[src/rtl/fetch_unit_if.sv]
// Fetch-side bus bundle: imem address/data plus the consumer handshake and redirects.
// master = fetch_unit, slave = instruction memory / decode side.
interface fetch_unit_if;
    logic [31:0] read_adr;
    logic [31:0] inst_in;
    logic        inst_ready;
    logic        branch_taken;
    logic [15:0] branch_offset;
    logic        jump;
    logic [25:0] jump_target;
    logic        inst_valid;
    logic [31:0] inst_out;
    logic [31:0] pc_out;
    logic [31:0] pc_plus4;
    logic [31:0] fetch_count;

    modport master (
        output read_adr,
        input  inst_in,
        input  inst_ready,
        input  branch_taken,
        input  branch_offset,
        input  jump,
        input  jump_target,
        output inst_valid,
        output inst_out,
        output pc_out,
        output pc_plus4,
        output fetch_count
    );

    modport slave (
        input  read_adr,
        output inst_in,
        output inst_ready,
        output branch_taken,
        output branch_offset,
        output jump,
        output jump_target,
        input  inst_valid,
        input  inst_out,
        input  pc_out,
        input  pc_plus4,
        input  fetch_count
    );
endinterface

[src/rtl/fetch_unit.sv]
// Instruction fetch: PC owner, fixed-latency imem wait, valid/ready issue with redirects.
// Optional accept counter on fetch_count when FETCH_PERF_CNT_EN is defined.
module fetch_unit #(
    parameter logic [31:0] RESET_PC   = 32'h0000_0000,
    parameter int          MEM_LAT    = 1,
    parameter int          IMEM_WORDS = 9
) (
    input  logic         clk,
    input  logic         reset,
    fetch_unit_if.master bus
);

    localparam logic [0:0]  S_WAIT  = 1'b0;
    localparam logic [0:0]  S_ISSUE = 1'b1;
    localparam logic [31:0] PC_MOD  = 32'(IMEM_WORDS * 4);
    localparam logic [3:0]  LAT_M1  = 4'(MEM_LAT - 1);

    logic [0:0]  state_q, state_d;
    logic [31:0] pc_q, pc_d;
    logic [3:0]  cnt_q, cnt_d;
    logic        valid_q, valid_d;
    logic [31:0] inst_q, inst_d;

    logic [31:0] pc4;
    logic [31:0] br_off;
    logic [31:0] raw;
    logic [31:0] next_pc;
    logic        accept;

    assign pc4    = pc_q + 32'd4;
    assign br_off = {{14{bus.branch_offset[15]}}, bus.branch_offset, 2'b00};
    assign accept = valid_q & bus.inst_ready;

    // jump outranks branch; both fall back to the sequential step
    always_comb begin
        raw = pc4;
        if (bus.jump) begin
            raw = {pc4[31:28], bus.jump_target, 2'b00};
        end else if (bus.branch_taken) begin
            raw = pc4 + br_off;
        end
        next_pc = (raw % PC_MOD) & ~32'd3;
    end

    always_comb begin
        state_d = state_q;
        pc_d    = pc_q;
        cnt_d   = cnt_q;
        valid_d = valid_q;
        inst_d  = inst_q;
        case (state_q)
            S_WAIT: begin
                if (cnt_q == LAT_M1) begin
                    inst_d  = bus.inst_in;
                    valid_d = 1'b1;
                    cnt_d   = 4'd0;
                    state_d = S_ISSUE;
                end else begin
                    cnt_d = cnt_q + 4'd1;
                end
            end
            default: begin
                if (accept) begin
                    pc_d    = next_pc;
                    valid_d = 1'b0;
                    state_d = S_WAIT;
                end
            end
        endcase
    end

    always_ff @(posedge clk) begin
        if (reset) begin
            state_q <= S_WAIT;
            pc_q    <= RESET_PC;
            cnt_q   <= 4'd0;
            valid_q <= 1'b0;
            inst_q  <= 32'd0;
        end else begin
            state_q <= state_d;
            pc_q    <= pc_d;
            cnt_q   <= cnt_d;
            valid_q <= valid_d;
            inst_q  <= inst_d;
        end
    end

    assign bus.read_adr   = pc_q;
    assign bus.pc_out     = pc_q;
    assign bus.pc_plus4   = pc4;
    assign bus.inst_valid = valid_q;
    assign bus.inst_out   = inst_q;

`ifdef FETCH_PERF_CNT_EN
    logic [31:0] fc_q, fc_d;

    always_comb begin
        fc_d = fc_q;
        if (accept) begin
            fc_d = fc_q + 32'd1;
        end
    end

    always_ff @(posedge clk) begin
        if (reset) begin
            fc_q <= 32'd0;
        end else begin
            fc_q <= fc_d;
        end
    end

    assign bus.fetch_count = fc_q;
`else
    assign bus.fetch_count = 32'd0;
`endif

endmodule

[src/flat_wrapper.sv]
// flat-port wrapper written by rule: the top's interface ports become plain ports
module fetch_unit_flat 
#(
    parameter logic [31:0] RESET_PC   = 32'h0000_0000,
    parameter int          MEM_LAT    = 1,
    parameter int          IMEM_WORDS = 9
)
  (clk, reset, bus_read_adr, bus_inst_in, bus_inst_ready, bus_branch_taken, bus_branch_offset, bus_jump, bus_jump_target, bus_inst_valid, bus_inst_out, bus_pc_out, bus_pc_plus4, bus_fetch_count);
  fetch_unit_if bus_i ();
  input  logic clk;
  input  logic reset;
  output wire logic [$bits(bus_i.read_adr)-1:0] bus_read_adr;
  input wire logic [$bits(bus_i.inst_in)-1:0] bus_inst_in;
  input wire logic [$bits(bus_i.inst_ready)-1:0] bus_inst_ready;
  input wire logic [$bits(bus_i.branch_taken)-1:0] bus_branch_taken;
  input wire logic [$bits(bus_i.branch_offset)-1:0] bus_branch_offset;
  input wire logic [$bits(bus_i.jump)-1:0] bus_jump;
  input wire logic [$bits(bus_i.jump_target)-1:0] bus_jump_target;
  output wire logic [$bits(bus_i.inst_valid)-1:0] bus_inst_valid;
  output wire logic [$bits(bus_i.inst_out)-1:0] bus_inst_out;
  output wire logic [$bits(bus_i.pc_out)-1:0] bus_pc_out;
  output wire logic [$bits(bus_i.pc_plus4)-1:0] bus_pc_plus4;
  output wire logic [$bits(bus_i.fetch_count)-1:0] bus_fetch_count;
  assign bus_read_adr = bus_i.read_adr;
  assign bus_i.inst_in = bus_inst_in;
  assign bus_i.inst_ready = bus_inst_ready;
  assign bus_i.branch_taken = bus_branch_taken;
  assign bus_i.branch_offset = bus_branch_offset;
  assign bus_i.jump = bus_jump;
  assign bus_i.jump_target = bus_jump_target;
  assign bus_inst_valid = bus_i.inst_valid;
  assign bus_inst_out = bus_i.inst_out;
  assign bus_pc_out = bus_i.pc_out;
  assign bus_pc_plus4 = bus_i.pc_plus4;
  assign bus_fetch_count = bus_i.fetch_count;
  fetch_unit #(.RESET_PC(RESET_PC), .MEM_LAT(MEM_LAT), .IMEM_WORDS(IMEM_WORDS)) u_core (.clk(clk), .reset(reset), .bus(bus_i));
endmodule
[config.mk]
export PLATFORM = sky130hd
export DESIGN_NAME = fetch_unit_flat
export DESIGN_NICKNAME = d
export VERILOG_FILES = /design/src/rtl/fetch_unit_if.sv /design/src/rtl/fetch_unit.sv /design/src/flat_wrapper.sv
export SDC_FILE = /design/constraint.sdc
export NUM_CORES = 1
export LEC_CHECK = 0
export BUFFER_PORTS_ARGS = -buffer_cell sky130_fd_sc_hd__buf_2
export CORE_MARGIN = 2
export CORE_UTILIZATION = 57
export DETAILED_ROUTE_END_ITERATION = 7
export HOLD_SLACK_MARGIN = 0.02
export PLACE_DENSITY = 0.84
export SYNTH_ARGS = -nofsm -noshare
export SYNTH_HDL_FRONTEND = slang
export SYNTH_SLANG_ARGS = --single-unit
[constraint.sdc]
create_clock -name clk -period 21.7 [get_ports clk]
set_input_delay 3.255 -clock clk [delete_from_list [all_inputs] [get_ports clk]]
set_output_delay 3.255 -clock clk [all_outputs]
set_load 0.05 [all_outputs]
==> results.ini, run 1 <==
[setup_path]
worst-path-stages = 63
type_of_the_worst_setup_path = primary input to flip-flop
critPathCaptureType = flip-flop
regToRegEndpoint = u_core.bus.pc_out[27]$_SDFFE_PP0P_
worst-endpoint-required_ps = 21890
timing.critical_path.fanout_max = 14
cpMaxStageDelayCell = or4_1
timing.critical_path.arrival_ps = 20720
reg2reg_depth = 66
worst_setup_path_startpoint = bus_branch_offset[1]
start_kind = primary input
crit_path_end = u_core.bus.pc_out[27]$_SDFFE_PP0P_
timing.critical_path.max_delay_family = compound AO/OA/AOI/OAI gates
crit_path_max_incr_delay_ps = 640
critical_path.n_buffers_inverters = 3
timing.rr.start = u_core.bus.pc_out[2]$_SDFFE_PP0P_
ff2ff_setup_slack_ps = 2720

[clock_tree]
cts_root_buffer = clkbuf_16
number_of_buffers_added_for_setup_after_cts = 0
cts_max_path_buffers = 2
holdBufCountCts = 0
cts-buffers-inserted = 9
clk_transition_reported_paths_ps = 50
tritoncts = yes
cts_htree_levels = 3
worstSkewPairLatency_ps = 330
postCtsResizedCells = 0
cts_num_sinks = 68

[sta]
fin_crit_sh_pct = 94.58
report.final.hold_viol_count = 0
timing_worst_slew_pin_value_ps = 1052
fmax_mhz = 48.72
final.setup.tns_ps = 0
rsz0062_at_grt = false
final_max_slew_viol_count = 0
timing.max_slew.rel_slack_pct = 29.13
number_of_failing_setup_endpoints_in_the_final_timing_report = 0
period_minus_slack_ps = 20520
finalClockSkew_ps = 7.440

[global_routing]
first_global_vias = 10530
first_pass_grt_wire_length_um = 51750
antenna_found_initial = 1
track_usage_pct = 30.45
grt_start_max_net_pins = 47
overflow = 0

[synth]
synth_flop_cell = dfxtp_1
synth-seq-cells = 68
yosys.cell_types.count = 137
yosysTopAreaCell = dfxtp_1
synth.yosys.warnings = 0
synth_edf_count = 0
synth_area_per_cell_um2 = 7.346
postSynth.asyncResetShare_pct = 0
seq_area_frac_synth_pct = 12.54
synthCells = 1478
post_synth_instance_area_um2 = 10860
top_cell_type_s_share_of_synthesized_area_pct = 12.54
post_synth_main_area_contributors = dfxtp_1 13%, a21oi_1 6.0%, nand2_1 5.8%, buf_4 5.5%, ha_1 4.6%

[cells_and_area]
layout-drive-gt1-share_pct = 20.81
final_net_count = 1725
area_delta_synth_final_pct = 8.608

[drt]
detailroute.via_count = 11910
drt_iter0_drc = 803
post_drt_via_cell_ratio = 6.455
drc = 0
drtPass1Iterations = 5
drt_wl_total_um = 31920
post_drt_wl_per_cell_um = 17.30
route.antenna.remaining_nets = 0

[floorplanning]
start_util_pct = 58.05
fp.dieArea_um2 = 20170
design.portCount = 240
std_cell_rows = 50
die-width_um = 142.0
core_region_area_um2 = 18710
die_height_um = 142.0

[placement]
dpl.hpwl_um = 25210
port-buffer-count = 201
routabilityCongestion = 1.010

[outcome]
outcome = finished, final reports clean

[flow_run]
drv.max_cap_violation_count = 0

[worst_hold_path]
min_path_type = flip-flop to flip-flop

registers in the layout, indices dropped and copies added (netlist names):
name and cells:
u_core.bus.inst_valid 1, u_core.bus.pc_out 30, u_core.bus.inst_out 32, u_core.state_q 1, u_core.cnt_q 4
stage by stage:
stage	worst slack, ps	hold WS [ps]	cells	utilization, %	instance area (um2)
after floorplan	3871	513.2	1515	-	11000
after global placement	1189	438.8	1828	61.39	11480
after detailed placement	1056	443.8	1828	61.39	11480
after CTS	1338	451.4	1844	62.97	11780
after global routing	21.02	469.3	1844	63.03	11790
final	1175	450.7	1845	63.04	11790
final cells by class:
type                            count  area (um2)
Multi-Input combinational cell   1282        8652
Fill cell                        1683        6913
Sequential cell                    68        1361
Timing Repair Buffer              206        1044
Tap cell                          234       292.8
Clock buffer                       12       246.5
Inverter                           38       145.1
Clock inverter                      4       48.80
Antenna cell                        1       2.502
how the worst min path moves through the flow:
stage | startpoint | to | slack [ps] | depth (start not counted)
final | u_core.bus.inst_out[11]$_SDFFE_PP0P_ | u_core.bus.inst_out[11]$_SDFFE_PP0P_ | 450 | 2
after global routing | u_core.bus.inst_out[3]$_SDFFE_PP0P_ | u_core.bus.inst_out[3]$_SDFFE_PP0P_ | 470 | 2
after CTS | u_core.bus.inst_out[30]$_SDFFE_PP0P_ | u_core.bus.inst_out[30]$_SDFFE_PP0P_ | 450 | 2
after detailed placement | u_core.bus.inst_out[30]$_SDFFE_PP0P_ | u_core.bus.inst_out[30]$_SDFFE_PP0P_ | 440 | 2
after global placement | u_core.bus.inst_out[24]$_SDFFE_PP0P_ | u_core.bus.inst_out[24]$_SDFFE_PP0P_ | 440 | 2
after floorplan | u_core.cnt_q[1]$_SDFFE_PP0N_ | u_core.cnt_q[1]$_SDFFE_PP0N_ | 510 | 2
cells in the mapped netlist (all sizes together), types with 13 or more instances:
master and n:
nor4 25, or2 18, o21a 44, nor3 44
o21ai 78, mux2 15, xnor2 44, ha 40
nand3 41, and2 28, buf 98, xor2 25
inv 38, a31oi 21, o211ai 31, a211oi 35
nor2 116, and3 22, dfxtp 68, nand4 22
and4 13, nand2 170, a21o 36, a21oi 145
clkbuf 26, mux2i 21
worst min-delay path, delay by kind of cell (launching register included):
kind	cells	cell delay [ps]
flip-flops	1	300
AND/OR/NAND/NOR	1	50
AO/OA/AOI/OAI	1	50
cell usage in the layout (no fill, tap or decap), drive strengths merged, types with 9 or more instances in the layout:
| cell | synthesis | final |
|---|---|---|
| buf | 98 | 206 |
| nand2 | 170 | 170 |
| a21oi | 145 | 145 |
| nor2 | 116 | 116 |
| o21ai | 78 | 78 |
| dfxtp | 68 | 68 |
| o21a | 44 | 44 |
| xnor2 | 44 | 44 |
| nor3 | 44 | 44 |
| nand3 | 41 | 41 |
| ha | 40 | 40 |
| conb | 1 | 38 |
| inv | 38 | 38 |
| a21o | 36 | 36 |
| a211oi | 35 | 35 |
| o211ai | 31 | 31 |
| and2 | 28 | 28 |
| xor2 | 25 | 25 |
| nor4 | 25 | 25 |
| nand4 | 22 | 22 |
| and3 | 22 | 22 |
| mux2i | 21 | 21 |
| a31oi | 21 | 21 |
| or2 | 18 | 18 |
| mux2 | 15 | 15 |
| and4 | 13 | 13 |
| clkbuf | 26 | 12 |
| a211o | 11 | 11 |
| a221oi | 11 | 11 |
| nand2b | 9 | 9 |
| o211a | 9 | 9 |
| nor2b | 9 | 9 |
| o31ai | 9 | 9 |
layer usage:
layer	track usage, %	wire (um)	up-vias
met5	0	0	-
met4	9.789	1128	0
met3	4.408	2886	91
met2	50.11	14520	587
met1	41.04	13390	5470
li1	-	-	5761
kinds of logic after synthesis:
| logic type | count (synthesis) | synth area share [%] |
|---|---|---|
| multiplexers | 36 | 3.526 |
| AO/OA/AOI/OAI | 546 | 37.36 |
| adder cells (fa/ha/maj) | 43 | 4.978 |
| flip-flops | 68 | 12.54 |
| other | 1 | 0.03454 |
| buffers and inverters | 165 | 9.184 |
| AND/OR/NAND/NOR | 550 | 26.33 |
| XOR/XNOR | 69 | 6.050 |
Power of run 1 is left out: the tool's default activity adds up to more than one toggle a clock period on the data nets, which glitch-free logic cannot reach.
==> inputs of run 2 (changes only) <==
- BUFFER_PORTS_ARGS: -buffer_cell sky130_fd_sc_hd__buf_2 -> unset
- CORE_UTILIZATION: 57 -> 65
- DONT_BUFFER_PORTS: unset -> 1
- PLACE_DENSITY: 0.84 -> 0.82
==> run 2 against run 1 <==
Compared with the run above: wire length down 2.4%; clock skew down 1.7 ps; register-to-register slack worse by 920 ps; worst hold slack better by 110 ps; core utilization up 4.0 points; critical path type unchanged; critical endpoint unchanged; largest cell class unchanged.
==> results.ini, run 2 (synthesis gave the netlist of run 1 again) <==
[setup_path]
critical-path-top-cell-by-count = a21oi_1
type_of_the_worst_setup_path = primary input to flip-flop
timing.critical_path.fanout_max = 14
reg2reg_depth = 68
start_kind = primary input
timing.critical_path.arrival_ps = 20440
critPathCaptureType = flip-flop
cpMaxStageDelayCell = a221oi_2
worst-endpoint-required_ps = 21890
crit_path_max_incr_delay_ps = 760

[floorplanning]
std_cell_rows = 47
fp.dieArea_um2 = 17750
die-width_um = 133.2
die_height_um = 133.2
core_region_area_um2 = 16470
start_util_pct = 65.94
design.portCount = 240

[global_routing]
track_usage_pct = 33.53
grt_start_max_net_pins = 47
first_pass_grt_wire_length_um = 50440
antenna_found_initial = 0
first_global_vias = 10370
overflow = 0

[clock_tree]
cts_num_sinks = 68
cts_max_path_buffers = 2
postCtsResizedCells = 0
clk_transition_reported_paths_ps = 50
cts-buffers-inserted = 9
tritoncts = yes
holdBufCountCts = 0
worstSkewPairLatency_ps = 320
cts_htree_levels = 3
number_of_buffers_added_for_setup_after_cts = 0
cts_root_buffer = clkbuf_16

[sta]
final.setup.tns_ps = 0
timing_worst_slew_pin_value_ps = 1181
finalClockSkew_ps = 5.786
report.final.hold_viol_count = 0
final_max_slew_viol_count = 0
fin_crit_sh_pct = 93.31
fin_ws_ps = 1452
rsz0062_at_grt = false
number_of_failing_setup_endpoints_in_the_final_timing_report = 0
timing.max_slew.rel_slack_pct = 21.18
fin_hold_ws_ps = 557.3
period_minus_slack_ps = 20250
fmax_mhz = 49.39

[drt]
detailroute.via_count = 11370
drt_wl_total_um = 31140
route.antenna.remaining_nets = 0
drtPass1Iterations = 8
post_drt_wl_per_cell_um = 18.66
drt_iter0_drc = 983
post_drt_via_cell_ratio = 6.815
drc = 0

[cells_and_area]
leading_cell_types_in_the_layout_fill_and_taps_excluded = 167 x nand2_1, 130 x a21oi_1, 113 x nor2_1
area_delta_synth_final_pct = 1.683
largest_register_ff_count = 32
most_common_cell_after_layout_fill_and_taps_aside = nand2_1
layout-drive-gt1-share_pct = 12.08
final_net_count = 1564
diodes = 0
final-instance-count-excl-fill = 1669

[outcome]
outcome = finished, final reports clean

[placement]
pre_cts_ws_ps = 1488
post-place-cells = 1653
routabilityCongestion = 1.026
port-buffer-count = 0
dpl.hpwl_um = 24210

[flow_run]
drv.max_cap_violation_count = 0

[worst_hold_path]
hold-path-cell-count = 2
min_path_type = flip-flop to flip-flop

run 2: worst paths after layout:
path / start / endpoint / slack (ps)
hold / removal: u_core.cnt_q[0]$_SDFFE_PP0N_ / u_core.cnt_q[0]$_SDFFE_PP0N_ / 560
hold reg to reg: u_core.cnt_q[0]$_SDFFE_PP0N_ / u_core.cnt_q[0]$_SDFFE_PP0N_ / 560
setup / recovery: bus_branch_offset[1] / u_core.bus.pc_out[27]$_SDFFE_PP0P_ / 1450
setup reg to reg: u_core.bus.pc_out[5]$_SDFFE_PP0P_ / u_core.bus.pc_out[27]$_SDFFE_PP0P_ / 1800
run 2: cell type report:
class	count	area [um2]
Sequential cell	68	1361
Clock buffer	11	242.7
Clock inverter	5	37.54
Inverter	38	145.1
Fill cell	1473	5425
Tap cell	220	275.3
Multi-Input combinational cell	1282	8641
Timing Repair Buffer	45	337.8
run 2: critical path, delay by kind of cell:
family / cells / cell delay [ps]
AO/OA/AOI/OAI: 40 / 11460
AND/OR/NAND/NOR: 13 / 3540
XOR/XNOR: 3 / 890
adder cells (fa/ha/maj): 3 / 760
multiplexers: 1 / 370
buffers and inverters: 2 / 160
run 2: metrics by stage:
step	area, um2	utilization, %
final	11040	67.05
after global routing	11040	67.05
after CTS	11040	67.05
after detailed placement	10760	65.35
after global placement	10760	65.35
after floorplan	11000	-
run 2: layer usage:
metal  up-vias  track usage [%]  share of wire, %
met3       101            7.458               9.6
met4         0            13.18               4.3
li1       5426                -                 -
met2       582            55.07                45
met1      5265            42.83                41
met5         -                0                 0
Power of run 2 is left out for the same reason.
==> inputs of run 3 (changes only) <==
- CTS_BUF_LIST: unset -> sky130_fd_sc_hd__clkbuf_16
==> run 3 against run 2 <==
Compared with the run above: worst hold slack worse by 1.0 ps; clock-buffer cell count down 2; wire length about the same; setup slack better by 20 ps; clock skew down 0.74 ps; cell count unchanged; cell area about the same; via count about the same; die area unchanged; maximum frequency about the same; global-route usage about the same; register-to-register slack about the same.
==> results.ini, run 3 (synthesis gave the netlist of run 1 again) <==
[sta]
report.final.hold_viol_count = 0
fmax_mhz = 49.44
number_of_failing_setup_endpoints_in_the_final_timing_report = 0
final.setup.tns_ps = 0
timing.max_slew.rel_slack_pct = 21.64
period_minus_slack_ps = 20230
final_max_slew_viol_count = 0
timing_worst_slew_pin_value_ps = 1174
rsz0062_at_grt = false
fin_crit_sh_pct = 93.21
finalClockSkew_ps = 5.048

[cells_and_area]
area_delta_synth_final_pct = 1.590
layout-drive-gt1-share_pct = 12.01
final_net_count = 1564
final_util_pct = 66.99
fin_area_um2 = 11030
fill_cells = 1475
final-instance-count-excl-fill = 1669
largest_register_ff_count = 32
diodes = 0
register_area_um2 = 1361
multi_input_area_um2 = 8641
most_common_cell_after_layout_fill_and_taps_aside = nand2_1
leading_cell_types_in_the_layout_fill_and_taps_excluded = 167 x nand2_1, 130 x a21oi_1, 113 x nor2_1

[global_routing]
grt_start_max_net_pins = 47
first_pass_grt_wire_length_um = 50430
antenna_found_initial = 0
overflow = 0
track_usage_pct = 33.52
first_global_vias = 10380

[setup_path]
crit_path_max_incr_delay_ps = 760
start_kind = primary input
critical_path.n_buffers_inverters = 2
cpMaxStageDelayCell = a221oi_2
worst-endpoint-required_ps = 21900
critPathCaptureType = flip-flop
timing.critical_path.fanout_max = 14
ff2ff_setup_slack_ps = 1810
timing.critical_path.max_delay_family = compound AO/OA/AOI/OAI gates
timing.critical_path.arrival_ps = 20420
type_of_the_worst_setup_path = primary input to flip-flop

[floorplanning]
fp.dieArea_um2 = 17750
design.portCount = 240
die_height_um = 133.2
std_cell_rows = 47
start_util_pct = 65.94
core_region_area_um2 = 16470
die-width_um = 133.2

[clock_tree]
number_of_buffers_added_for_setup_after_cts = 0
postCtsResizedCells = 0
cts-buffers-inserted = 9
tritoncts = yes
clk_transition_reported_paths_ps = 50
cts_htree_levels = 3
cts_num_sinks = 68
cts_root_buffer = clkbuf_16
holdBufCountCts = 0
worstSkewPairLatency_ps = 320
cts_max_path_buffers = 2

[placement]
routabilityCongestion = 1.026
post-place-cells = 1653
port-buffer-count = 0
postPlaceCellArea_um2 = 10760
dpl.hpwl_um = 24210

[drt]
drc = 0
post_drt_via_cell_ratio = 6.821
drt_iter0_drc = 1001
post_drt_wl_per_cell_um = 18.66
drtPass1Iterations = 6
route.antenna.remaining_nets = 0
drt_wl_total_um = 31150
detailroute.via_count = 11380

[worst_hold_path]
min_path_type = flip-flop to flip-flop

[outcome]
outcome = finished, final reports clean

[flow_run]
drv.max_cap_violation_count = 0

==> run 3: layout make-up <==
type | count | area share [%]
Sequential cell | 68 | 12.34
Tap cell | 220 | 2.495
Multi-Input combinational cell | 1282 | 78.33
Timing Repair Buffer | 45 | 3.063
Inverter | 38 | 1.316
Clock inverter | 7 | 0.4083
Clock buffer | 9 | 2.042
==> run 3: worst register-to-register path: cells and delay by family, from the launching register on <==
kind,cells,cell delay (ps)
simple gates,24,6440
xor+xnor,3,540
flops,1,1060
buf+inv,3,490
fa+ha+maj,3,980
compound gates,33,9490
mux,2,780
==> run 3: final timing paths <==
kind	from	to	cells after the start
max	bus_branch_offset[1]	u_core.bus.pc_out[27]$_SDFFE_PP0P_	62
min	u_core.cnt_q[0]$_SDFFE_PP0N_	u_core.cnt_q[0]$_SDFFE_PP0N_	2
max reg2reg	u_core.bus.pc_out[5]$_SDFFE_PP0P_	u_core.bus.pc_out[27]$_SDFFE_PP0P_	68
min reg2reg	u_core.cnt_q[0]$_SDFFE_PP0N_	u_core.cnt_q[0]$_SDFFE_PP0N_	2
==> run 3: through the flow <==
stage	worst slack [ps]	hold slack, ps
global route	67.97	587.3
CTS	1802	557.9
floorplan	3871	513.2
finish	1472	556.3
detailed placement	1488	545.9
global placement	1789	540.2
==> run 3: per-layer routing <==
metal | routed length (um) | share of wire, % | GRT usage (%)
met1 | 12760 | 41 | 42.83
met2 | 13960 | 45 | 55.04
met3 | 3018 | 9.7 | 7.458
met4 | 1413 | 4.5 | 13.18
met5 | 0 | 0 | 0
Power of run 3 is left out for the same reason.
